[src/rtl/alu_arbiter.sv]
// alu_arbiter: round-robin front end sharing one combinational ALU
// between two requesters, with per-op settle time and a tagged response.
module alu_arbiter #(
    parameter int WIDTH      = 32,
    parameter int MUL_CYCLES = 2,
    parameter int DIV_CYCLES = 4
) (
    input  logic             clk,
    input  logic             reset,
    input  logic             req0_valid,
    output logic             req0_ready,
    input  logic [WIDTH-1:0] req0_op1,
    input  logic [WIDTH-1:0] req0_op2,
    input  logic [2:0]       req0_sel,
    input  logic             req1_valid,
    output logic             req1_ready,
    input  logic [WIDTH-1:0] req1_op1,
    input  logic [WIDTH-1:0] req1_op2,
    input  logic [2:0]       req1_sel,
    output logic [WIDTH-1:0] alu_op1,
    output logic [WIDTH-1:0] alu_op2,
    output logic [2:0]       alu_sel,
    input  logic [WIDTH-1:0] alu_result,
    input  logic             alu_zflag,
    output logic             rsp_valid,
    input  logic             rsp_ready,
    output logic             rsp_id,
    output logic [WIDTH-1:0] rsp_result,
    output logic             rsp_zflag,
    output logic             rsp_divz
);

    localparam int MAXL = (MUL_CYCLES > DIV_CYCLES) ? MUL_CYCLES : DIV_CYCLES;
    localparam int CW   = (MAXL > 1) ? $clog2(MAXL) : 1;

    typedef enum logic [1:0] {
        IDLE,
        EXEC,
        DONE
    } state_t;

    state_t          state;
    state_t          state_nxt;
    logic            last_grant;
    logic            grant_vld;
    logic            grant_id;
    logic            op_id;
    logic            op_divz;
    logic [CW-1:0]   cnt;
    logic [CW-1:0]   lat_m1;
    logic [WIDTH-1:0] pick_op1;
    logic [WIDTH-1:0] pick_op2;
    logic [2:0]       pick_sel;

    // Round-robin grant, only offered while idle
    always_comb begin
        grant_vld = 1'b0;
        grant_id  = 1'b0;
        if (state == IDLE) begin
            if (req0_valid && req1_valid) begin
                grant_vld = 1'b1;
                grant_id  = ~last_grant;
            end else if (req0_valid) begin
                grant_vld = 1'b1;
            end else if (req1_valid) begin
                grant_vld = 1'b1;
                grant_id  = 1'b1;
            end
        end
    end

    assign req0_ready = grant_vld && !grant_id;
    assign req1_ready = grant_vld && grant_id;

    // Operand mux for the granted requester and its settle count
    always_comb begin
        pick_op1 = grant_id ? req1_op1 : req0_op1;
        pick_op2 = grant_id ? req1_op2 : req0_op2;
        pick_sel = grant_id ? req1_sel : req0_sel;
        lat_m1   = '0;
        if (pick_sel == 3'b011) begin
            lat_m1 = CW'(MUL_CYCLES - 1);
        end else if (pick_sel == 3'b100) begin
            lat_m1 = CW'(DIV_CYCLES - 1);
        end
    end

    // Next-state logic for IDLE -> EXEC -> DONE
    always_comb begin
        state_nxt = state;
        case (state)
            IDLE: if (grant_vld) state_nxt = EXEC;
            EXEC: if (cnt == '0) state_nxt = DONE;
            DONE: if (rsp_ready) state_nxt = IDLE;
            default: state_nxt = IDLE;
        endcase
    end

    // State register
    always_ff @(posedge clk) begin
        if (reset) begin
            state <= IDLE;
        end else begin
            state <= state_nxt;
        end
    end

    // Operand latch, settle countdown and response capture
    always_ff @(posedge clk) begin
        if (reset) begin
            last_grant <= 1'b1;
            op_id      <= 1'b0;
            op_divz    <= 1'b0;
            cnt        <= '0;
            alu_op1    <= '0;
            alu_op2    <= '0;
            alu_sel    <= 3'b000;
            rsp_valid  <= 1'b0;
            rsp_id     <= 1'b0;
            rsp_result <= '0;
            rsp_zflag  <= 1'b0;
            rsp_divz   <= 1'b0;
        end else begin
            case (state)
                IDLE: begin
                    if (grant_vld) begin
                        alu_op1    <= pick_op1;
                        alu_op2    <= pick_op2;
                        alu_sel    <= pick_sel;
                        op_id      <= grant_id;
                        last_grant <= grant_id;
                        cnt        <= lat_m1;
                        op_divz    <= (pick_sel == 3'b100) && (pick_op2 == '0);
                    end
                end
                EXEC: begin
                    if (cnt != '0) begin
                        cnt <= cnt - CW'(1);
                    end else begin
                        rsp_valid  <= 1'b1;
                        rsp_id     <= op_id;
                        rsp_divz   <= op_divz;
                        rsp_result <= op_divz ? '0 : alu_result;
                        rsp_zflag  <= !op_divz && alu_zflag;
                    end
                end
                DONE: begin
                    if (rsp_ready) rsp_valid <= 1'b0;
                end
                default: ;
            endcase
        end
    end

endmodule

[config.mk]
export PLATFORM = sky130hd
export DESIGN_NAME = alu_arbiter
export DESIGN_NICKNAME = d
export VERILOG_FILES = /design/src/rtl/alu_arbiter.sv
export SDC_FILE = /design/constraint.sdc
export NUM_CORES = 1
export LEC_CHECK = 0
export ABC_AREA = 1
export ABC_CLOCK_PERIOD_IN_PS = 3000
export BUFFER_PORTS_ARGS = -buffer_cell sky130_fd_sc_hd__buf_2
export CAP_MARGIN = 20
export CORE_AREA = 2 2 106 108
export DETAILED_ROUTE_END_ITERATION = 10
export DIE_AREA = 0 0 108 110
export PLACE_DENSITY = 0.82
export REMOVE_ABC_BUFFERS = 1
export SYNTH_ARGS = -nofsm -noshare
export SYNTH_HDL_FRONTEND = slang
export SYNTH_SLANG_ARGS = --single-unit
[constraint.sdc]
create_clock -name clk -period 3 [get_ports clk]
set_input_delay 0.6 -clock clk [delete_from_list [all_inputs] [get_ports clk]]
set_output_delay 0.6 -clock clk [all_outputs]
set_load 0.005 [all_outputs]
==> results.sh, run 1 <==
export IMPL_yosys_area_top_type="dfxtp_1"
export IMPL_syn_avg_cell_area_um2=7.09
export IMPL_startpoint="state[1]"
export IMPL_cts_tree="yes"
export IMPL_synth_most_common_cell="nand2_1"
export IMPL_clock_fmax_mhz=404
export IMPL_synthCells=729
export IMPL_grt_total_usage_pct=24.9
export IMPL_total_power_w=0.00408
export IMPL_drive_gt1_share_pct=32.1
export IMPL_grt_max_degree=75
export IMPL_drcViolationCount=0
export IMPL_die_h_um=110
export IMPL_post_cts_setup_buffer_count=0
export IMPL_slowest_stage="o21a_4"
export IMPL_crit_end="req0_ready"
export IMPL_wl_per_cell_um=13.3
export IMPL_dp_cells=1106
export IMPL_slew_headroom_pct=71.9
export IMPL_cp_required_ns=2.40
export IMPL_ant_nets=0
export IMPL_ys_warn_count=0
export IMPL_tightest_slew_ns=0.421
export IMPL_timing_rr_end="op_divz"
export IMPL_finalSetupViolCount=0
export IMPL_hold_viol_final=0
export IMPL_reg2reg_setup_slack_ns=0.96
export IMPL_synth_edf_count=0
export IMPL_grt_overflow_total=0
export IMPL_ir_drop_v=0.000309
export IMPL_fin_nets=1150
export IMPL_max_stage_delay_ns=0.42
export IMPL_drt_total_wl_um=15000
export IMPL_fp_dieW_um=108
export IMPL_start_util_pct=48.3
export IMPL_power_density_nw_per_um2=601
export IMPL_clk_pin_slew_ns=0.10
export IMPL_clockBufferDepth=2
export IMPL_synthTopCellsByArea="dfxtp_1 43%, nand2_1 14%, inv_1 9.6%"
export IMPL_num_antenna_cells=0
export IMPL_drt_pass1_iter_count=5
export IMPL_r2r_start="state[1]"
export IMPL_via_per_inst=4.94
export IMPL_maxCapViolCount=0
export IMPL_hold_class="reg2reg"
export IMPL_ys_async_sr_fraction_pct=0
export IMPL_tns_ns=0
export IMPL_synth_top_area_share_pct=42.6
export IMPL_syn2layout_area_growth_pct=31.2
export IMPL_h_tree_depth=3
export IMPL_drtIter0Drc=292
export IMPL_holdBufCountCts=0
export IMPL_cts_sinks=110
export IMPL_antenna_found_initial=0
export IMPL_die_area_um2=11900
export IMPL_cts_resized=0
export IMPL_hp_start="rsp_valid"
export IMPL_timing_final_crit_share_pct=82.5
export IMPL_synth_common_cells="186 x nand2_1, 132 x inv_1, 110 x dfxtp_1"
export IMPL_clk_latency_ns=0.36
export IMPL_vias=5543
export IMPL_core_um2=10700
export IMPL_finClkSkew_ns=0.0102
export IMPL_num_rows=38
export IMPL_synthFlopType="dfxtp_1"
export IMPL_synth_area_um2=5170
export IMPL_grt_pass1_vias=5134
export IMPL_cts_buffers=9
export IMPL_fin_cells=1122
export IMPL_yosysSeqAreaShare_pct=42.6
export IMPL_status="finished, final reports clean"
export IMPL_crit_fanout=34
export IMPL_ios=277
export IMPL_critPathCaptureType="primary output"
export IMPL_period_needed_ns=2.47
export IMPL_rsz0062_at_grt="no"
export IMPL_crit_path_start_kind="flip-flop"
export IMPL_yosys_cell_types_count=28
export IMPL_grt_pass1_wl_um=23500
export IMPL_gp_congestion=0.830
export IMPL_cp_cell_sequence="nor2_2 -> buf_4 -> o21a_4 -> nand2_1 -> inv_1 -> buf_2"
export IMPL_dp_final_hpwl_um=11200
export IMPL_synth_seq_cells=110
export IMPL_io_buffers=276
export IMPL_slew_violations=0
export IMPL_rr_worst_depth=10
export IMPL_static_leakage_power_nw=3.99
export IMPL_cp_arrival_ns=1.87
export IMPL_setup_worst_path_class="reg2out"
export IMPL_root_buffer="clkbuf_8"
## critical path: cells and delay by family, from the launching register on
kind                   cells  cell delay, ns
AOI/OAI and AO/OA          1            0.42
DFF                        1            0.36
and+or+nand+nor            2            0.24
buffers and inverters      3            0.48
## metal layers
metal / global-route usage (%) / vias to the layer above / share of wire [%] / wire length (um)
met4: 9.07 / 0 / 2.8 / 418
met3: 5.53 / 31 / 6.3 / 948
li1: - / 2841 / - / -
met1: 30.6 / 2475 / 42 / 6270
met2: 43.0 / 196 / 49 / 7340
met5: 0 / - / 0 / 0
## sequential cells by signal, indices dropped and copies added (netlist names)
register,flops
state,2
op_divz,1
alu_op2,32
alu_op1,32
rsp_divz,1
rsp_zflag,1
rsp_id,1
op_id,1
alu_sel,3
rsp_result,32
last_grant,1
cnt,2
rsp_valid,1
## layout by cell type (no fill, tap or decap)
master / synthesis / routed
nand2_1: 186 / 186
clkinv_4: 0 / 1
o21ai_0: 4 / 4
bufinv_16: 0 / 1
clkbuf_8: 0 / 10
inv_6: 0 / 2
nand4_1: 27 / 27
ha_1: 1 / 1
o211ai_1: 65 / 65
clkinvlp_4: 0 / 1
clkbuf_1: 14 / 1
inv_1: 132 / 132
nor2_1: 50 / 50
a22oi_1: 33 / 33
o21a_4: 0 / 1
a21oi_1: 6 / 6
buf_4: 3 / 12
a211oi_1: 1 / 1
nand2_2: 1 / 1
nand3_1: 40 / 40
o21ai_1: 7 / 7
buf_12: 0 / 2
a31oi_1: 1 / 1
o21ai_2: 1 / 1
dfxtp_1: 110 / 110
buf_2: 27 / 276
nor2_2: 2 / 2
nand3_2: 1 / 1
inv_2: 3 / 4
nand3b_1: 1 / 1
or2_1: 2 / 2
## power breakdown
group          switching, W  leakage (nW)  internal (W)
clock network      0.000510         0.101      0.000418
logic              0.000773          2.98      0.000549
registers          0.000124         0.908       0.00170
total               0.00141          3.99       0.00267
## per-stage QoR
step | setup slack (ns) | hold WS [ns] | instance area [um2] | utilization (%)
after global placement | 0.631 | 0.446 | 6570 | 61.5
after floorplan | -1.09 | 0.435 | 4880 | -
after global routing | 0.356 | 0.444 | 6780 | 63.4
after detailed placement | 0.633 | 0.449 | 6570 | 61.5
after CTS | 0.487 | 0.446 | 6780 | 63.4
final | 0.525 | 0.461 | 6780 | 63.4
## kinds of logic after synthesis
group                    Yosys count  share of synthesized area, %
AO/OA/AOI/OAI                    119                          16.5
adder cells (fa/ha/maj)            1                         0.242
buffers and inverters            189                          15.5
flip-flops                       110                          42.6
AND/OR/NAND/NOR                  310                          25.2
## cell type report
cell class              count  area, um2
inverters                 136        510
repair buffers            290       1510
clock buffers              11        141
fillers                  1054       3920
multi-input cells         430       2170
clock inverters             5       63.8
well taps                 140        175
flip-flops and latches    110       2200
## how the worst min path moves through the flow
stage	to	slack, ns	cells after the start
final	rsp_valid	0.46	2
after global routing	rsp_result[2]	0.44	2
after CTS	rsp_result[29]	0.45	3
after detailed placement	rsp_valid	0.45	2
after global placement	rsp_valid	0.45	2
after floorplan	op_id	0.44	2
Power figures use the tool's default switching activity.
==> run 2, diff against run 1 <==
Settings changed: ABC_CLOCK_PERIOD_IN_PS 3000 to 2009, CORE_AREA 2 2 106 108 to not set, CORE_UTILIZATION set to 41, DIE_AREA 0 0 108 110 to not set, PLACE_DENSITY 0.82 to 0.74.
Clock period 3 ns to 2.01 ns, I/O delays scaled along.
==> run 2 against run 1 <==
  * Count of clock-buffer cells in the layout down 2
  * Combinational power grew 63%
  * Critical path depth fell by 1
  * Sequential share of layout area fell by 1.5 points
  * Sequential power grew 49%
  * Sequential cell count unchanged
  * Hold slack got worse by 0.18 ns
  * Die area up 9.9%
  * Cell count up 3.7%
==> results.sh, run 2 (synthesis results as in run 1) <==
export IMPL_whs_ns=0.280
export IMPL_root_buffer="clkbuf_16"
export IMPL_die_area_um2=13100
export IMPL_cp_required_ns=1.61
export IMPL_vias=5613
export IMPL_status="finished, final reports clean"
export IMPL_die_h_um=114
export IMPL_ir_drop_v=0.000458
export IMPL_slew_violations=0
export IMPL_maxCapViolCount=0
export IMPL_cts_sinks=110
export IMPL_timing_final_crit_share_pct=96.7
export IMPL_grt_overflow_total=0
export IMPL_fp_dieW_um=114
export IMPL_clk_latency_ns=0.36
export IMPL_fin_cells=1164
export IMPL_drt_pass1_iter_count=4
export IMPL_gp_congestion=0.812
export IMPL_syn2layout_area_growth_pct=37.4
export IMPL_grt_max_degree=49
export IMPL_ios=277
export IMPL_pre_cts_ws_ns=0.0786
export IMPL_h_tree_depth=3
export IMPL_fin_nets=1163
export IMPL_clk_pin_slew_ns=0.08
export IMPL_tightest_slew_ns=0.430
export IMPL_ant_nets=0
export IMPL_static_leakage_power_nw=4.13
export IMPL_startpoint="state[1]"
export IMPL_cts_tree="yes"
export IMPL_hp_start="alu_result[8]"
export IMPL_num_rows=40
export IMPL_layout_common_cells="276 x buf_2, 186 x nand2_1, 132 x inv_1"
export IMPL_critPathTopFamily="buffers and inverters"
export IMPL_cp_num_buf_inv=3
export IMPL_hold_class="in2reg"
export IMPL_layout_commonest_cell="buf_2"
export IMPL_final_cell_area_um2=7100
export IMPL_start_util_pct=42.5
export IMPL_core_um2=12200
export IMPL_path_depth=5
export IMPL_dpl_cell_area_um2=6770
export IMPL_r2r_start="state[1]"
export IMPL_dp_cells=1145
export IMPL_cts_buffers=9
export IMPL_max_stage_delay_ns=0.36
export IMPL_grt_pass1_vias=5106
export IMPL_drcViolationCount=0
export IMPL_critPathCaptureType="primary output"
export IMPL_cp_cell_sequence="nor2_4 -> nand3_2 -> buf_12 -> inv_6 -> buf_2"
export IMPL_hold_depth=3
export IMPL_clockBufferDepth=2
export IMPL_clock_fmax_mhz=514
export IMPL_grt_pass1_wl_um=24500
export IMPL_crit_path_start_kind="flip-flop"
export IMPL_drtIter0Drc=274
export IMPL_finalWorstSetupSlack_ns=0.0663
export IMPL_fill_cells=1194
export IMPL_dp_final_hpwl_um=11600
export IMPL_crit_fanout=34
export IMPL_antenna_found_initial=1
export IMPL_grt_total_usage_pct=23.8
export IMPL_slowest_stage="dfxtp_1"
export IMPL_power_density_nw_per_um2=945
export IMPL_multiInputGateArea_um2=2180
export IMPL_wl_per_cell_um=13.3
export IMPL_top_regs="alu_op1 (32), alu_op2 (32), rsp_result (32)"
export IMPL_io_buffers=276
export IMPL_finClkSkew_ns=0.0120
export IMPL_drive_gt1_share_pct=33.1
export IMPL_fin_util_pct=58.4
export IMPL_setup_worst_path_class="reg2out"
export IMPL_drt_total_wl_um=15500
export IMPL_cp_arrival_ns=1.54
export IMPL_period_needed_ns=1.94
export IMPL_via_per_inst=4.82
export IMPL_finalSetupViolCount=0
export IMPL_slew_headroom_pct=71.3
export IMPL_rr_worst_depth=10
export IMPL_hold_viol_final=0
export IMPL_register_area_um2=2200
==> run 2: cell count changes in the layout (fill, tap and decap cells not counted), moves of 6 or more <==
cell       change
clkbuf_8      -10
buf_4          +6
buf_12         +6
clkbuf_16      +9
==> run 2: cell type report <==
class,count,share of cell area [%]
clock inverters,7,1.13
inverters,136,7.26
diodes,1,0.0352
repair buffers,303,23.8
flip-flops and latches,110,31.0
clock buffers,9,3.17
multi-input cells,430,30.7
well taps,168,2.96
==> run 2: tightest hold or removal path, delay by kind of cell <==
family	cells	cell delay, ns
and+or+nand+nor	1	0.07
AOI/OAI and AO/OA	1	0.05
buffers and inverters	1	0.07
==> run 2: repair_timing <==
item	CTS	global route
setup buffers	2	0
endpoints found under the setup margin	2	10
endpoints found under the hold margin	0	0
resized for setup	3	1
hold buffers	0	0
==> run 2: per-layer routing <==
layer  part of all wire [%]  track usage [%]  routed length, um
met5                      0                0                  0
met4                    2.4             10.0                365
met3                    5.9             4.98                921
met2                     49             40.3               7600
met1                     43             29.3               6610
==> run 2: power breakdown <==
part | total [W] | switching (W) | leakage (nW) | internal, W
clock network | 0.00183 | 0.000851 | 0.148 | 0.000983
registers | 0.00272 | 0.000184 | 0.908 | 0.00254
logic | 0.00215 | 0.00121 | 3.07 | 0.000942
==> run 2: final timing paths <==
kind / slack, ns / endpoint
worst max-delay path: 0.07 / req1_ready
worst min-delay path: 0.28 / rsp_result[8]
worst max register to register: 0.14 / op_divz
worst min register to register: 0.47 / rsp_id
==> run 2: per-stage QoR <==
step,setup TNS (ns),total power (W)
4_1_cts,-0.0104,0.00678
5_1_grt,-0.00441,0.00714
3_3_place_gp,0,0.00486
2_1_floorplan,-139.77,0.00387
3_5_place_dp,0,0.00490
6_report,0,0.00671
==> run 3, diff against run 2 <==
Settings changed: ABC_CLOCK_PERIOD_IN_PS 2009 to 1700.
Clock period 2.01 ns to 1.7 ns, I/O delays scaled along.
==> run 3 against run 2 <==
  * The flow now finishes with violations (setup timing)
  * Critical path depth is 2 higher
  * Non-clock buffer count up 46
  * Clock power is 16% higher
  * Largest power group unchanged
==> results.sh, run 3 (synthesis results as in run 1) <==
export IMPL_cts_sinks=110
export IMPL_grt_pass1_wl_um=25300
export IMPL_finClkSkew_ns=0.0127
export IMPL_layout_commonest_cell="buf_2"
export IMPL_drt_pass1_iter_count=6
export IMPL_hold_viol_final=0
export IMPL_finalWorstSetupSlack_ns=-0.0718
export IMPL_fin_nets=1209
export IMPL_dp_cells=1181
export IMPL_status="finished, violations left"
export IMPL_register_area_um2=2210
export IMPL_cts_tree="yes"
export IMPL_start_util_pct=42.5
export IMPL_pre_cts_ws_ns=-0.0538
export IMPL_fill_cells=1105
export IMPL_fp_dieW_um=114
export IMPL_ir_drop_v=0.000589
export IMPL_whs_ns=0.219
export IMPL_power_density_nw_per_um2=1090
export IMPL_drt_total_wl_um=16300
export IMPL_slew_headroom_pct=71.2
export IMPL_clockBufferDepth=2
export IMPL_period_needed_ns=1.77
export IMPL_drtIter0Drc=263
export IMPL_vias=5772
export IMPL_clock_fmax_mhz=564
export IMPL_finalSetupViolCount=3
export IMPL_drcViolationCount=0
export IMPL_dpl_cell_area_um2=7050
export IMPL_critPathTopFamily="buffers and inverters"
export IMPL_fin_cells=1209
export IMPL_hold_class="in2reg"
export IMPL_fin_util_pct=62.9
export IMPL_grt_overflow_total=0
export IMPL_max_stage_delay_ns=0.34
export IMPL_cts_buffers=9
export IMPL_maxCapViolCount=0
export IMPL_wl_per_cell_um=13.5
export IMPL_static_leakage_power_nw=4.42
export IMPL_h_tree_depth=3
export IMPL_syn2layout_area_growth_pct=48.0
export IMPL_gp_congestion=0.823
export IMPL_grt_pass1_vias=5230
export IMPL_setup_worst_path_class="reg2out"
export IMPL_core_um2=12200
export IMPL_cp_arrival_ns=1.43
export IMPL_dp_final_hpwl_um=11800
export IMPL_grt_max_degree=42
export IMPL_tightest_slew_ns=0.432
export IMPL_cp_num_buf_inv=4
export IMPL_timing_final_crit_share_pct=104
export IMPL_critPathCaptureType="primary output"
export IMPL_clk_latency_ns=0.35
export IMPL_via_per_inst=4.77
export IMPL_cp_required_ns=1.36
export IMPL_layout_common_cells="275 x buf_2, 181 x nand2_1, 131 x inv_1"
export IMPL_cp_cell_sequence="nor2_4 -> nand3_4 -> buf_12 -> buf_12 -> nand2_4 -> inv_2 -> buf_6"
export IMPL_ios=277
export IMPL_num_rows=40
export IMPL_rsz0062_at_grt="yes"
export IMPL_root_buffer="clkbuf_16"
export IMPL_cpMostUsedCell="buf_12"
export IMPL_die_area_um2=13100
export IMPL_die_h_um=114
export IMPL_clk_pin_slew_ns=0.07
export IMPL_final_cell_area_um2=7650
export IMPL_ant_nets=0
export IMPL_slew_violations=0
export IMPL_holdBufCountCts=0
export IMPL_multiInputGateArea_um2=2260
export IMPL_violations="setup timing"
export IMPL_crit_fanout=7
export IMPL_grt_total_usage_pct=24.8
export IMPL_antenna_found_initial=1
export IMPL_top_regs="alu_op1 (32), alu_op2 (32), rsp_result (32)"
export IMPL_io_buffers=276
export IMPL_drive_gt1_share_pct=38.0
export IMPL_crit_path_start_kind="flip-flop"
export IMPL_slowest_stage="dfxtp_2"
==> run 3: worst paths after layout <==
path	slack, ns	to	from	depth (start not counted)
setup / recovery	-0.07	req0_ready	state[1]	7
setup reg to reg	-0.02	op_divz	state[1]	11
hold / removal	0.22	rsp_result[0]	alu_result[0]	3
hold reg to reg	0.46	rsp_id	rsp_id	2
==> run 3: where the power goes <==
part	leakage, nW	total [W]	switching (W)	internal, W
clock network	0.149	0.00213	0.000956	0.00118
registers	0.909	0.00323	0.000225	0.00301
logic	3.36	0.00299	0.00154	0.00146
total	4.42	0.00836	0.00272	0.00564
==> run 3: area by class of cell <==
class | count | share of cell area, %
Timing Repair Buffer | 349 | 28.2
Sequential cell | 110 | 28.8
Antenna cell | 1 | 0.0327
Inverter | 136 | 6.70
Clock buffer | 10 | 3.12
Tap cell | 168 | 2.75
Clock inverter | 5 | 0.752
Multi-Input combinational cell | 430 | 29.6
==> run 3: worst reg2reg max path: cells and delay by family (launching register included) <==
kind | cells | cell delay (ns)
simple gates | 7 | 0.74
flops | 1 | 0.34
buf+inv | 2 | 0.30
compound gates | 2 | 0.27
==> run 3: timing repair <==
| item | CTS | global route |
|---|---|---|
| buffers inserted | 9 | 2 |
| gates resized for setup | 13 | 31 |
| endpoints found under the setup margin | 3 | 54 |
| pin swaps | 4 | 13 |
| gates cloned | 2 | 0 |
| endpoints found under the hold margin | 0 | 0 |
==> run 3: per-layer routing <==
layer / GRT usage (%) / up-vias / part of all wire (%)
met5: 0 / - / 0
met4: 10.6 / 0 / 2.8
met3: 5.24 / 32 / 6.1
met2: 41.8 / 199 / 49
met1: 30.5 / 2587 / 42
li1: - / 2954 / -
==> run 3: stage by stage <==
| step | TNS [ns] | total power (W) |
|---|---|---|
| after floorplan | -173.43 | 0.00458 |
| after global placement | 0 | 0.00596 |
| after detailed placement | -0.0538 | 0.00598 |
| after CTS | -0.206 | 0.00830 |
| after global routing | -0.485 | 0.00888 |
| final | -0.162 | 0.00836 |
